File: config.mk
export PLATFORM = sky130hd
export DESIGN_NAME = niospherisys_cpu_div_cell
export DESIGN_NICKNAME = d
export VERILOG_FILES = /design/src/rtl/niospherisys_cpu_div_cell.sv
export SDC_FILE = /design/constraint.sdc
export NUM_CORES = 1
export LEC_CHECK = 0
export CAP_MARGIN = 20
export CORE_MARGIN = 3
export CORE_UTILIZATION = 55
export CTS_CLUSTER_SIZE = 24
export DETAILED_ROUTE_END_ITERATION = 10
export PLACE_DENSITY = 0.81
export SLEW_MARGIN = 10
export SYNTH_ARGS = -nofsm -noshare
export SYNTH_HDL_FRONTEND = slang
export SYNTH_SLANG_ARGS = --single-unit
File: constraint.sdc
create_clock -name clk -period 5.95 [get_ports clk]
set_clock_uncertainty 0.2 [all_clocks]
set_input_delay 1.19 -clock clk [delete_from_list [all_inputs] [get_ports clk]]
set_output_delay 1.19 -clock clk [all_outputs]
set_load 0.01 [all_outputs]
File: src/rtl/niospherisys_cpu_div_cell.sv
// Iterative radix-2 restoring divider for div/divu: one quotient bit per clock,
// quotient and remainder delivered with a one-cycle done pulse 33 clocks after start.
module niospherisys_cpu_div_cell #(
  parameter int DATA_WIDTH = 32
) (
  input  logic                  clk,
  input  logic                  reset_n,
  input  logic                  M_div_start,
  input  logic                  M_div_signed,
  input  logic [DATA_WIDTH-1:0] M_div_src1,
  input  logic [DATA_WIDTH-1:0] M_div_src2,
  input  logic                  M_div_kill,
  output logic                  M_div_busy,
  output logic                  M_div_done,
  output logic [DATA_WIDTH-1:0] M_div_quot,
  output logic [DATA_WIDTH-1:0] M_div_rem
);

  // state | meaning
  // IDLE  | waiting for start; outputs hold the last result
  // CALC  | one restoring iteration per clock, DATA_WIDTH iterations
  // FIX   | apply result signs / divide-by-zero values, pulse done
  typedef enum logic [1:0] {IDLE, CALC, FIX} state_t;

  localparam int CW = (DATA_WIDTH > 1) ? $clog2(DATA_WIDTH) : 1;
  localparam logic [CW-1:0] LAST = CW'(DATA_WIDTH - 1);

  state_t                state;
  logic [CW-1:0]         count;
  logic [DATA_WIDTH-1:0] dvd;
  logic [DATA_WIDTH:0]   prem;
  logic [DATA_WIDTH-1:0] dsr;
  logic [DATA_WIDTH-1:0] src1_q;
  logic                  neg_a;
  logic                  neg_b;
  logic                  div_zero;

  logic                  a_neg_in;
  logic                  b_neg_in;
  logic [DATA_WIDTH-1:0] abs_a;
  logic [DATA_WIDTH-1:0] abs_b;
  logic [DATA_WIDTH:0]   shifted;
  logic [DATA_WIDTH+1:0] trial;
  logic [DATA_WIDTH-1:0] quot_fix;
  logic [DATA_WIDTH-1:0] rem_fix;

  // Partial remainder stays below the divisor, so the low DATA_WIDTH bits plus
  // the incoming dividend bit hold the whole shifted value; trial carries a sign bit.
  always_comb begin
    a_neg_in = M_div_signed & M_div_src1[DATA_WIDTH-1];
    b_neg_in = M_div_signed & M_div_src2[DATA_WIDTH-1];
    abs_a    = a_neg_in ? (~M_div_src1 + 1'b1) : M_div_src1;
    abs_b    = b_neg_in ? (~M_div_src2 + 1'b1) : M_div_src2;
    shifted  = {prem[DATA_WIDTH-1:0], dvd[DATA_WIDTH-1]};
    trial    = {1'b0, shifted} - {2'b00, dsr};
    quot_fix = (neg_a ^ neg_b) ? (~dvd + 1'b1) : dvd;
    rem_fix  = neg_a ? (~prem[DATA_WIDTH-1:0] + 1'b1) : prem[DATA_WIDTH-1:0];
    if (div_zero) begin
      quot_fix = '1;
      rem_fix  = src1_q;
    end
  end

  always_ff @(posedge clk or negedge reset_n) begin
    if (!reset_n) begin
      state      <= IDLE;
      count      <= '0;
      dvd        <= '0;
      prem       <= '0;
      dsr        <= '0;
      src1_q     <= '0;
      neg_a      <= 1'b0;
      neg_b      <= 1'b0;
      div_zero   <= 1'b0;
      M_div_done <= 1'b0;
      M_div_quot <= '0;
      M_div_rem  <= '0;
    end else begin
      M_div_done <= 1'b0;
      if (M_div_kill) begin
        state <= IDLE;
      end else begin
        case (state)
          IDLE: begin
            if (M_div_start) begin
              neg_a    <= a_neg_in;
              neg_b    <= b_neg_in;
              dvd      <= abs_a;
              dsr      <= abs_b;
              src1_q   <= M_div_src1;
              div_zero <= (M_div_src2 == '0);
              prem     <= '0;
              count    <= '0;
              state    <= CALC;
            end
          end
          CALC: begin
            if (!trial[DATA_WIDTH+1]) begin
              prem <= trial[DATA_WIDTH:0];
              dvd  <= {dvd[DATA_WIDTH-2:0], 1'b1};
            end else begin
              prem <= shifted;
              dvd  <= {dvd[DATA_WIDTH-2:0], 1'b0};
            end
            count <= count + 1'b1;
            if (count == LAST) state <= FIX;
          end
          FIX: begin
            M_div_quot <= quot_fix;
            M_div_rem  <= rem_fix;
            M_div_done <= 1'b1;
            state      <= IDLE;
          end
          default: state <= IDLE;
        endcase
      end
    end
  end

  assign M_div_busy = (state != IDLE);

endmodule

==> run metrics <==
status finished, final reports clean; max incr delay on CP approximately 0.8 ns; Sw Ratio a little over two fifths; cell area after synthesis 12700 um2; Internal Pwr Total between 3 and 4 mW; Pleak approximately 6.7 nW; die area about 25000 um2; via count approximately 12000; RePlAce Congestion around 0.96; Gate Count Post-Synth between 1500 and 2000; Syn Area/Cell slightly above 8 um2; initial antenna violation count 0; Sink Count roughly 200; CP Max Fanout 5; Max Cap Viol 0; Syn Nets 1641; crit share post-route a little over two thirds; top-area cell type share of the netlist area about 40%; part of the power in the clock network 22.1%; Via density around 6.1; Synth area leader dfrtp_1; postcts setup bufs 0; CP delay by family, top simple AND/OR/NAND/NOR gates; core area approximately 23000 um2; PwrDens ~430 nW/um2; endpoints failing setup 0; CTS Buffer Depth 3; Post-synth EDFFs 0; Placement Rows 55; yosys warns 0; Root Driver clkbuf_16; grt ovf 0; peak supply drop about 0.21 mV; largest net degree at the start of global routing between 100 and 150; CP Class input port to flip-flop; Met2 Routed Length approximately 17000 um; Commonest cells post-synth nand2_1, dfrtp_1, o21ai_0; detailed-route DRC error count 0; fillers ~1900; Worst Max-Slew Pin Slew ~0.97 ns; DP HPWL between 20000 and 30000 um; startpoint types input port; Critical Path Slowest Stage Cell nor4_1; Clock Pin Slew Worst Setup and Hold Paths about 0.05 ns; reg2reg setup slack between 2 and 2.5 ns; max-slew violations 0; setup TNS 0 ns; min Tclk post-route 4.20 ns; DR top layer met4; CP Cell Sequence clkdlybuf4s50_1 -> or4_1 -> nor4_1 -> nand4_1 -> o31ai_1 -> xor2_1 -> nor2_1 -> a21oi_1 -> o21ai_0; diode count 0; hold slack final 0.275 ns; ys async rst share 100%; vias in the first global route 11219; Final ANT Viol Nets 0; FF+latch count, synth 203; RSZ-0062 raised after global routing no; Synth Flop Type dfrtp_1; most frequent cell after synthesis nand2_1; DRT iter0 DRCs ~1000; met3 WL approximately 2200 um; Max Fclk 238 MHz; CTS tree done; Area Overhead vs Synth 18.2%; post-CTS sizing 0; Yosys cell types just under 70; top area cells in the synthesized netlist dfrtp_1, nand2_1, o21ai_0; Detailed Routing Iterations Pass 1 5; Slew Limit Headroom between 30% and 40%; FF/Latch Area about 5100 um2; crit end category flip-flop; sequential area share after synthesis between 30% and 40%; All-Layer GR Usage 27.7%; # H-tree levels 1; share of layout cells above drive strength 1 4.88%; I/O pin total 135; wire length on met1 roughly 16000 um; Worst Hold Class flip-flop to flip-flop; Worst Path Required about 6.1 ns; nets 1730; CTS Hold Bufs 0; crit path DAT ~4.4 ns; clk_lat worst skew approximately 0.52 ns; Initial Util a little under three fifths; CTS Buf Count 24; WL final approximately 35000 um; Seq pwr share approximately a third; WL/cell 18.4 um; total net switching power 2.80 mW; Die Ht 158 um; Hold Violations, Final 0; first-pass GRT wire length about 57000 um; Multi-input gate area a little over 7000 um2; buffer and inverter count on the worst path 1; Die Span X between 150 and 200 um; power share of the combinational group 46.3%; port bufs approximately 130
## registers in the layout, indices dropped and copies added, names as in the netlist
name	count
count	5
M_div_rem	32
div_zero	1
neg_a	1
M_div_quot	32
neg_b	1
M_div_done	1
dvd	32
prem	32
dsr	32
src1_q	32
state	2
## routing by layer
| metal | global-route usage, % | vias to the layer above |
|---|---|---|
| met5 | 0 | - |
| met4 | 7.13 | 0 |
| met3 | 3.58 | 66 |
| met2 | 45.7 | 447 |
| met1 | 38.9 | 5704 |
| li1 | - | 5598 |
## layout make-up
| cell class | instances | share of cell area [%] |
|---|---|---|
| multi-input combinational | 1184 | 47.3 |
| clock buffer | 34 | 4.58 |
| sequential | 203 | 33.8 |
| timing repair buffer | 153 | 9.97 |
| clock inverter | 8 | 0.574 |
| inverter | 56 | 1.40 |
| tap | 285 | 2.37 |
## worst reg2reg max path, delay by kind of cell, from the launching register on
family / cells / cell delay (ns)
compound gates: 8 / 2.62
flops: 1 / 0.48
fa+ha+maj: 1 / 0.45
## cells in the final DEF (no fill, tap or decap), types with 26 or more instances in the layout
master,count
ha_1,38
xnor2_1,73
dfrtp_1,202
o21ai_0,150
a21oi_1,113
inv_1,56
nor2_1,113
xor2_1,67
clkdlybuf4s50_1,133
nand3_1,49
o31ai_1,26
nand2_1,265
## power by group through the flow
stage | registers, mW | logic [mW] | clock network, mW
after global placement | 2.06 | 2.89 | 0
final | 2.06 | 3.02 | 1.45
after global routing | 2.10 | 3.36 | 1.52
after floorplan | 1.93 | 2.27 | 0
after detailed placement | 2.07 | 2.95 | 0
after CTS | 2.05 | 2.99 | 1.47
## logic make-up (layout without fill, tap and decap cells)
family          Yosys count  in the layout  synth area share [%]
xor+xnor                140            140                  9.63
fa+ha+maj                39             39                  3.89
simple gates            560            560                  19.9
mux                      12             12                 0.944
compound gates          433            433                  21.3
buf+inv                 146            251                  4.40
flops                   203            203                  39.9
## per-stage QoR
step / cells / power (mW) / instance area, um2 / setup WS [ns] / util (%)
5_1_grt: 1923 / 6.99 / 15000 / 1.54 / 66.2
4_1_cts: 1922 / 6.50 / 15000 / 1.91 / 66.1
3_3_place_gp: 1880 / 4.94 / 14200 / 1.53 / 62.7
6_report: 1923 / 6.53 / 15000 / 1.75 / 66.2
3_5_place_dp: 1880 / 5.02 / 14200 / 1.37 / 62.7
2_1_floorplan: 1533 / 4.20 / 12700 / 2.41 / -
## path summary, 6_finish.rpt
kind / start / end / depth (start not counted)
worst min-delay path: M_div_quot[0]$_DFFE_PN0P_ / M_div_quot[0]$_DFFE_PN0P_ / 2
worst max-delay path: M_div_src1[1] / dvd[27]$_DFFE_PN0P_ / 9
max in group asynchronous: reset_n / prem[4]$_DFFE_PN0P_ / 2
worst max register to register: prem[25]$_DFFE_PN0P_ / prem[31]$_DFFE_PN0P_ / 9
worst min register to register: M_div_quot[0]$_DFFE_PN0P_ / M_div_quot[0]$_DFFE_PN0P_ / 2
min in group asynchronous: reset_n / M_div_quot[26]$_DFFE_PN0P_ / 1
Power figures use the tool's default switching activity.
